$ cat src/rtl/level_debouncer.sv
// Debounces a raw asynchronous level into a clean clock-synchronous level.
// Uses an N-flop synchronizer, a four-state qualify FSM and a saturating glitch counter.
`timescale 1ns/1ps
module level_debouncer #(
  parameter int SYNC_STAGES = 2,
  parameter int DB_CYCLES   = 4,
  parameter int GLITCH_W    = 8
) (
  input  logic                clk,
  input  logic                rst,
  input  logic                level_in,
  output logic                level_out,
  output logic                busy,
  output logic [GLITCH_W-1:0] glitch_cnt
);

  localparam int CNT_W = $clog2(DB_CYCLES) + 1;
  localparam logic [CNT_W-1:0] CNT_LAST = CNT_W'(DB_CYCLES - 1);
  localparam logic [CNT_W-1:0] CNT_ONE  = CNT_W'(1);

  typedef enum logic [1:0] {
    ST_LOW    = 2'd0,
    WAIT_HIGH = 2'd1,
    ST_HIGH   = 2'd2,
    WAIT_LOW  = 2'd3
  } state_t;

  logic [SYNC_STAGES-1:0] s;
  logic                   sync;
  state_t                 state;
  logic [CNT_W-1:0]       cnt;

  assign sync = s[SYNC_STAGES-1];

  always_ff @(posedge clk or negedge rst) begin
    if (!rst) begin
      s <= '0;
    end else begin
      s <= {s[SYNC_STAGES-2:0], level_in};
    end
  end

  always_ff @(posedge clk or negedge rst) begin
    if (!rst) begin
      state      <= ST_LOW;
      cnt        <= '0;
      level_out  <= 1'b0;
      busy       <= 1'b0;
      glitch_cnt <= '0;
    end else begin
      case (state)
        ST_LOW: begin
          if (sync) begin
            state <= WAIT_HIGH;
            cnt   <= CNT_ONE;
            busy  <= 1'b1;
          end
        end
        WAIT_HIGH: begin
          if (!sync) begin
            state <= ST_LOW;
            cnt   <= '0;
            busy  <= 1'b0;
            if (glitch_cnt != '1) glitch_cnt <= glitch_cnt + GLITCH_W'(1);
          end else if (cnt == CNT_LAST) begin
            state     <= ST_HIGH;
            level_out <= 1'b1;
            cnt       <= '0;
            busy      <= 1'b0;
          end else begin
            cnt <= cnt + CNT_ONE;
          end
        end
        ST_HIGH: begin
          if (!sync) begin
            state <= WAIT_LOW;
            cnt   <= CNT_ONE;
            busy  <= 1'b1;
          end
        end
        WAIT_LOW: begin
          if (sync) begin
            state <= ST_HIGH;
            cnt   <= '0;
            busy  <= 1'b0;
            if (glitch_cnt != '1) glitch_cnt <= glitch_cnt + GLITCH_W'(1);
          end else if (cnt == CNT_LAST) begin
            state     <= ST_LOW;
            level_out <= 1'b0;
            cnt       <= '0;
            busy      <= 1'b0;
          end else begin
            cnt <= cnt + CNT_ONE;
          end
        end
        default: begin
          state     <= ST_LOW;
          cnt       <= '0;
          level_out <= 1'b0;
          busy      <= 1'b0;
        end
      endcase
    end
  end

endmodule

$ cat config.mk
export PLATFORM = sky130hd
export DESIGN_NAME = level_debouncer
export DESIGN_NICKNAME = d
export VERILOG_FILES = /design/src/rtl/level_debouncer.sv
export SDC_FILE = /design/constraint.sdc
export NUM_CORES = 1
export LEC_CHECK = 0
export CORE_MARGIN = 4
export CORE_UTILIZATION = 40
export CTS_CLUSTER_DIAMETER = 30
export DETAILED_ROUTE_END_ITERATION = 6
export SLEW_MARGIN = 10
export SYNTH_ARGS = -nofsm -noshare
export SYNTH_HDL_FRONTEND = slang
export SYNTH_SLANG_ARGS = --single-unit
$ cat constraint.sdc
create_clock -name clk -period 1.72 [get_ports clk]
set_input_delay 0.344 -clock clk [delete_from_list [all_inputs] [get_ports clk]]
set_output_delay 0.344 -clock clk [all_outputs]
set_load 0.05 [all_outputs]
==> qor.yml, run 1 <==
cts:
  clk_latency_ns: 0.28
  htree_levels: 1
  cts_tree: "done"
  cts_num_sinks: 17
  clkTransAtPathRegs_ns: 0.10
  holdBufCountCts: 0
  cts_root_buf: "clkbuf_4"
  cts_resized: 0
  cts_buffers: 3
  clockBufferDepth: 2
  cts_setup_buffers: 0
placed_design:
  hpwl_mm: 1.107
  dp_slack_ns: 0.1697
  place_congestion: 0.7866
  port_buffers: 12
worst_setup_path:
  cp-startpoint: "glitch_cnt[0]$_DFFE_PN0P_"
  ff2ff_path_depth: 4
  endpoint_kind: "flip-flop"
  crit_path_start_kind: "flip-flop"
  critical_path_peak_fanout: 5
  crit_required_ns: 1.90
  r2r_setup_slack_ns: 0.16
  crit_arrival_ns: 1.74
  reg2reg_to: "glitch_cnt[1]$_DFFE_PN0P_"
  path_class: "flip-flop to flip-flop"
  r2r_start: "glitch_cnt[0]$_DFFE_PN0P_"
synth:
  synth_area_um2: 802.0
  synth_fp_nets: 76
  netlist.area_leader.share: 0.5304
  seq_area_frac_synth: 0.5304
  yosysUniqueCellTypes: 30
  netlist_instances: 71
  synth_area_per_cell_um2: 11.30
  synth_warnings: 0
  yosys.area.top_type: "dfrtp_1"
  synthTopCellsByArea: "dfrtp_1 53%, nand2_1 4.2%, mux2_1 4.2%, xnor2_1 3.3%, ha_1 3.1%"
  synth-seq-cells: 17
sta:
  fin_ws_ns: 0.1625
  fin_crit_ns: 1.557
  clock_skew_ns: 0.0004290
  final-max-slew-violation-count: 0
  fmax_mhz: 642.1
  max_slew_margin: 0.7422
  hold_viol_final: 0
  tns_ns: 0
  setup_violations: 0
  timing.final.crit_share: 0.9055
  tightest_slew_ns: 0.3855
  rsz0062_at_grt: "no"
floorplanning:
  core_um2: 1821
  fp.dieW_um: 52.78
  start_util: 0.4405
  fp.dieArea_um2: 2785
  ios: 13
  rows: 15
  fp.dieH_um: 52.78
layout:
  areaGrowthSynthToFinish_pct: 20.90
  final_common_cell: "dfrtp_1"
  fin_util: 0.5326
  n_antenna_cell: 0
  mostFrequentLayoutCells: "15 x dfrtp_1, 12 x buf_4, 9 x nand2_1"
  finish.net_count: 94
  drive_gt1_frac: 0.2386
run:
  maxCapViolCount: 0
drt:
  viasPerCell: 5.124
  route.met3.wl_um: 60
  top_layer_used: "met4"
  drc: 0
  ant_nets: 0
  vias: 579
  drt-total-wl_mm: 1.457
  met1_length_um: 688
  wl_per_cell_um: 12.89
  drt_first_pass_iters: 2
  drt-initial-drc-count: 4
  wl_met2_um: 671
global_route:
  overflow: 0
  grt.total_usage: 0.1297
  grt_max_degree: 14
  grt_pass1_wl_mm: 2.511
  grt_pass1_vias: 564
  antenna_found_initial: 0
power:
  power_density_nw_per_um2: 1779
  internal-power_w: 0.0009257
  ir_worst_vdd_v: 0.001259
  swShare: 0.4635
  p_sw_w: 0.0007998
  pwr-share-clk: 0.121
  pwr-share-comb: 0.468
  p_seq_frac: 0.411
  leakagePower_nw: 0.4164
run_status:
  status: "completed"
worst_hold_path:
  worstHoldPathType: "input port to async pin"
Yosys cell counts:
master and instances:
nor3_1 3, nand2b_1 1, nand3_1 4, ha_1 2, mux2_1 3, o21ai_0 1
o21bai_1 1, nor2_1 5, a32o_1 1, mux2_2 1, xnor2_2 1, o21a_1 2
and3b_1 1, xor2_2 1, inv_1 1, mux2i_1 1, nand3b_1 1, and4_1 1
o2111ai_1 1, nand4_1 1, o2bb2ai_1 1, nor4_1 1, nor2b_1 2, a22o_1 1
o211ai_1 2, nand2_1 9, clkbuf_1 1, nor3b_1 1, dfrtp_1 17, xnor2_1 3
routing by layer:
layer  global-route usage  vias up
li1                     -      289
met1               0.1586      276
met2               0.2004       10
met3              0.02849        4
met4              0.08936        0
met5                    0        -
state kept, by name (all words and copies together) (netlist names), named ones only:
name	count
state	1
level_out	1
glitch_cnt	8
cnt	3
s	2
busy	1
area by class of cell:
cell class                      instances  area, um2
Inverter                                1      3.754
Tap cell                               25      31.28
Multi-Input combinational cell         52      369.1
Fill cell                             169      850.8
Timing Repair Buffer                   14      110.1
Clock buffer                            3      22.52
Sequential cell                        17      427.9
Clock inverter                          1      5.005
logic make-up after synthesis:
group | Yosys count | share of synthesized area
AOI/OAI and AO/OA | 10 | 0.09828
DFF | 17 | 0.5304
and+or+nand+nor | 30 | 0.1888
xor gates and xnor gates | 5 | 0.07334
muxes | 5 | 0.06864
buffers and inverters | 2 | 0.009351
adders and majority gates | 2 | 0.03120
worst max-delay path by stage:
stage	slack, ns	end	cells past startpoint
finish	0.16	glitch_cnt[1]$_DFFE_PN0P_	4
global route	0.05	glitch_cnt[1]$_DFFE_PN0P_	4
CTS	0.14	glitch_cnt[1]$_DFFE_PN0P_	4
detailed placement	0.17	glitch_cnt[1]$_DFFE_PN0P_	4
global placement	0.15	glitch_cnt[1]$_DFFE_PN0P_	4
floorplan	0.01	glitch_cnt[1]$_DFFE_PN0P_	3
through the flow:
step / hold slack [ns] / instances / total power (W) / cell area (um2)
floorplan: 0.04841 / 71 / 0.001274 / 804.5
CTS: 0.3315 / 113 / 0.001748 / 969.7
detailed placement: 0.3480 / 109 / 0.001529 / 942.2
global placement: 0.3345 / 109 / 0.001524 / 942.2
global route: 0.3346 / 113 / 0.001839 / 969.7
finish: 0.3344 / 113 / 0.001725 / 969.7
worst max-delay path: stages, from the launching register on:
cell,delay (ns)
dfrtp_2,0.41
ha_1,0.22
nand3_1,0.14
o211ai_1,0.30
mux2_2,0.37
power by group through the flow:
| stage | logic, W | registers [W] | clock network [W] |
|---|---|---|---|
| floorplan | 0.000340 | 0.000934 | 0 |
| global placement | 0.000810 | 0.000715 | 0 |
| detailed placement | 0.000815 | 0.000714 | 0 |
| CTS | 0.000819 | 0.000707 | 0.000222 |
| global route | 0.000863 | 0.000730 | 0.000246 |
| finish | 0.000807 | 0.000709 | 0.000209 |
Power figures use the tool's default switching activity.
==> run 2, diff against run 1 <==
--- a/config.mk
+++ b/config.mk
@@ -7,6 +7,7 @@
 export LEC_CHECK = 0
 export CORE_MARGIN = 4
 export CORE_UTILIZATION = 40
+export CTS_BUF_LIST = sky130_fd_sc_hd__clkbuf_4 sky130_fd_sc_hd__clkbuf_8 sky130_fd_sc_hd__clkbuf_16
 export CTS_CLUSTER_DIAMETER = 30
 export DETAILED_ROUTE_END_ITERATION = 6
 export SLEW_MARGIN = 10
==> results of run 2 <==
Final layout, timing and power as in run 1 (identical DEF).
==> run 3, diff against run 2 <==
--- a/config.mk
+++ b/config.mk
@@ -7,9 +7,9 @@
 export LEC_CHECK = 0
 export CORE_MARGIN = 4
 export CORE_UTILIZATION = 40
-export CTS_BUF_LIST = sky130_fd_sc_hd__clkbuf_4 sky130_fd_sc_hd__clkbuf_8 sky130_fd_sc_hd__clkbuf_16
 export CTS_CLUSTER_DIAMETER = 30
 export DETAILED_ROUTE_END_ITERATION = 6
+export PLACE_DENSITY = 0.65
 export SLEW_MARGIN = 10
 export SYNTH_ARGS = -nofsm -noshare
 export SYNTH_HDL_FRONTEND = slang
==> constraint.sdc (replaced) <==
create_clock -name clk -period 1.3 [get_ports clk]
set_input_delay 0.26 -clock clk [delete_from_list [all_inputs] [get_ports clk]]
set_output_delay 0.26 -clock clk [all_outputs]
set_load 0.05 [all_outputs]
==> run 3 against run 2 <==
Critical path depth decreased by 1. Final area increased by 53%. Total power rose by 97%. Global-route usage increased by 4.7 points. First-iteration DRC count down 25%. The run now ends with setup timing left. Maximum frequency is 9.2% higher. Die area did not move.
==> qor.yml, run 3 (synthesis results as in run 1) <==
run_status:
  status: "finished with violations"  # was completed
  violations: "setup timing"
layout:
  areaGrowthSynthToFinish_pct: 84.56  # was 20.90%
  mostFrequentLayoutCells: "17 x buf_4, 11 x buf_6, 10 x buf_12"  # was 15 x dfrtp_1, 12 x buf_4, 9 x nand2_1
  multi_input_area_um2: 509.2  # was 369.1 um2
  drive_gt1_frac: 0.5965  # was 0.2386
  largest_reg_flops: 8  # unchanged
  final_common_cell: "buf_4"  # was dfrtp_1
  fillers: 117  # was 169
  top_register: "glitch_cnt"  # unchanged
  ff_latch_area_um2: 436.7  # was 427.9 um2
  reg_top3: "glitch_cnt (8), cnt (3), s (2)"  # unchanged
  n_antenna_cell: 0  # unchanged
  finish.net_count: 120  # was 94
  fin_util: 0.8131  # was 0.5326
cts:
  htree_levels: 1  # unchanged
  clockBufferDepth: 2  # unchanged
  cts_tree: "done"  # unchanged
  holdBufCountCts: 0  # unchanged
  clk_latency_ns: 0.29  # was 0.28 ns
  clkTransAtPathRegs_ns: 0.10  # about the same
  cts_num_sinks: 17  # unchanged
  cts_buffers: 3  # unchanged
  cts_root_buf: "clkbuf_4"  # unchanged
sta:
  clock_skew_ns: 0.002019  # was 0.0004290 ns
  hold_viol_final: 0  # unchanged
  fin_crit_ns: 1.426  # was 1.557 ns
  tightest_slew_ns: 0.3275  # was 0.3855 ns
  max_slew_margin: 0.7813  # was 0.7422
  fmax_mhz: 701.2  # was 642.1 MHz
  rsz0062_at_grt: "yes"  # was no
  setup_violations: 7  # was 0
  fin_ws_ns: -0.1262  # was 0.1625 ns
  fin_hold_ws_ns: 0.2880  # was 0.3344 ns
  final-max-slew-violation-count: 0  # unchanged
  timing.final.crit_share: 1.097  # was 0.9055
worst_setup_path:
  path_class: "flip-flop to flip-flop"  # unchanged
  endpoint_kind: "flip-flop"  # unchanged
  reg2reg_to: "glitch_cnt[7]$_DFFE_PN0P_"  # was glitch_cnt[1]$_DFFE_PN0P_
  crit_cells: 3  # was 4
  critical_path_peak_fanout: 5  # unchanged
  path_cells: "xor2_4, nor4_4, mux2_4"  # was ha_1, nand3_1, o211ai_1, mux2_2
  cp-startpoint: "s[1]$_DFF_PN0_"  # was glitch_cnt[0]$_DFFE_PN0P_
  r2r_setup_slack_ns: -0.13  # was 0.16 ns
  slowest_delay_ns: 0.46  # was 0.41 ns
  crit_path_start_kind: "flip-flop"  # unchanged
  path_buf_inv: 0  # unchanged
  crit_arrival_ns: 1.61  # was 1.74 ns
  r2r_start: "s[1]$_DFF_PN0_"  # was glitch_cnt[0]$_DFFE_PN0P_
  ff2ff_path_depth: 3  # was 4
  crit_slowest_cell: "dfrtp_2"  # unchanged
  cp-endpoint: "glitch_cnt[7]$_DFFE_PN0P_"  # was glitch_cnt[1]$_DFFE_PN0P_
  crit_required_ns: 1.48  # was 1.90 ns
  path_delay_family: "flip-flops"  # unchanged
drt:
  drc: 0  # unchanged
  drt_first_pass_iters: 3  # was 2
  drt-initial-drc-count: 3  # was 4
  met1_length_um: 916  # was 688 um
  viasPerCell: 5.216  # was 5.124
  ant_nets: 0  # unchanged
  vias: 725  # was 579
  wl_met2_mm: 1.088  # was 671 um
  drt-total-wl_mm: 2.142  # was 1.457 mm
  wl_per_cell_um: 15.41  # was 12.89 um
  top_layer_used: "met4"  # unchanged
  route.met3.wl_um: 51  # was 60 um
floorplanning:
  start_util: 0.4405  # unchanged
  fp.dieArea_um2: 2785  # unchanged
  rows: 15  # unchanged
  ios: 13  # unchanged
  core_um2: 1821  # unchanged
  fp.dieW_um: 52.78  # unchanged
  fp.dieH_um: 52.78  # unchanged
power:
  power_density_nw_per_um2: 2291  # was 1779 nW/um2
  leakagePower_nw: 0.6302  # was 0.4164 nW
  total_power_w: 0.003392  # was 0.001725 W
  ir_worst_vdd_v: 0.002216  # was 0.001259 V
placed_design:
  port_buffers: 12  # unchanged
  place_congestion: 0.8712  # was 0.7866
  dp_slack_ns: -0.1222  # was 0.1697 ns
  hpwl_mm: 1.397  # was 1.107 mm
run:
  maxCapViolCount: 0  # unchanged
global_route:
  antenna_found_initial: 0  # unchanged
  grt.total_usage: 0.1770  # was 0.1297
  grt_pass1_vias: 792  # was 564
  grt_max_degree: 18  # was 14
  overflow: 0  # unchanged
  grt_pass1_wl_mm: 3.470  # was 2.511 mm
worst_hold_path:
  worstHoldPathType: "input port to async pin"  # unchanged
[run 3: layer usage]
metal | up-vias | track usage
li1 | 345 | -
met5 | - | 0
met2 | 16 | 0.3264
met3 | 8 | 0.03989
met4 | 0 | 0.1021
met1 | 356 | 0.1786
[run 3: power breakdown]
group / switching [W] / total, W / internal, W
clock network: 0.000170 / 0.000285 / 0.000114
registers: 0.000194 / 0.000905 / 0.000711
logic: 0.00105 / 0.00220 / 0.00115
total: 0.00142 / 0.00339 / 0.00197
[run 3: what timing repair did]
item	CTS	global route
buffers inserted	3	7
setup endpoints to repair	11	18
gates resized for setup	11	21
pin swaps	6	11
[run 3: through the flow]
| step | area [um2] | TNS, ns | std cells |
|---|---|---|---|
| 5_1_grt | 1480 | -1.093 | 139 |
| 3_3_place_gp | 1244 | -0.2089 | 127 |
| 2_1_floorplan | 845.8 | -0.4727 | 71 |
| 4_1_cts | 1345 | -0.3449 | 134 |
| 6_report | 1480 | -0.4316 | 139 |
| 3_5_place_dp | 1244 | -0.3545 | 127 |
[run 3: layout make-up]
class / instances / area share
Sequential cell: 17 / 0.2950
Clock buffer: 3 / 0.01522
Clock inverter: 1 / 0.003381
Tap cell: 25 / 0.02113
Timing Repair Buffer: 40 / 0.3187
Inverter: 1 / 0.002536
Multi-Input combinational cell: 52 / 0.3440
[run 3: worst min path at each step]
| stage | start | to | slack, ns | depth (start not counted) |
|---|---|---|---|---|
| 3_5_place_dp | s[0]$_DFF_PN0_ | s[1]$_DFF_PN0_ | 0.35 | 0 |
| 5_1_grt | rst | glitch_cnt[5]$_DFFE_PN0P_ | 0.29 | 2 |
| 3_3_place_gp | s[0]$_DFF_PN0_ | s[1]$_DFF_PN0_ | 0.34 | 0 |
| 4_1_cts | rst | glitch_cnt[5]$_DFFE_PN0P_ | 0.29 | 2 |
| 6_report | rst | glitch_cnt[5]$_DFFE_PN0P_ | 0.29 | 2 |
| 2_1_floorplan | rst | async pin | -0.04 | 0 |
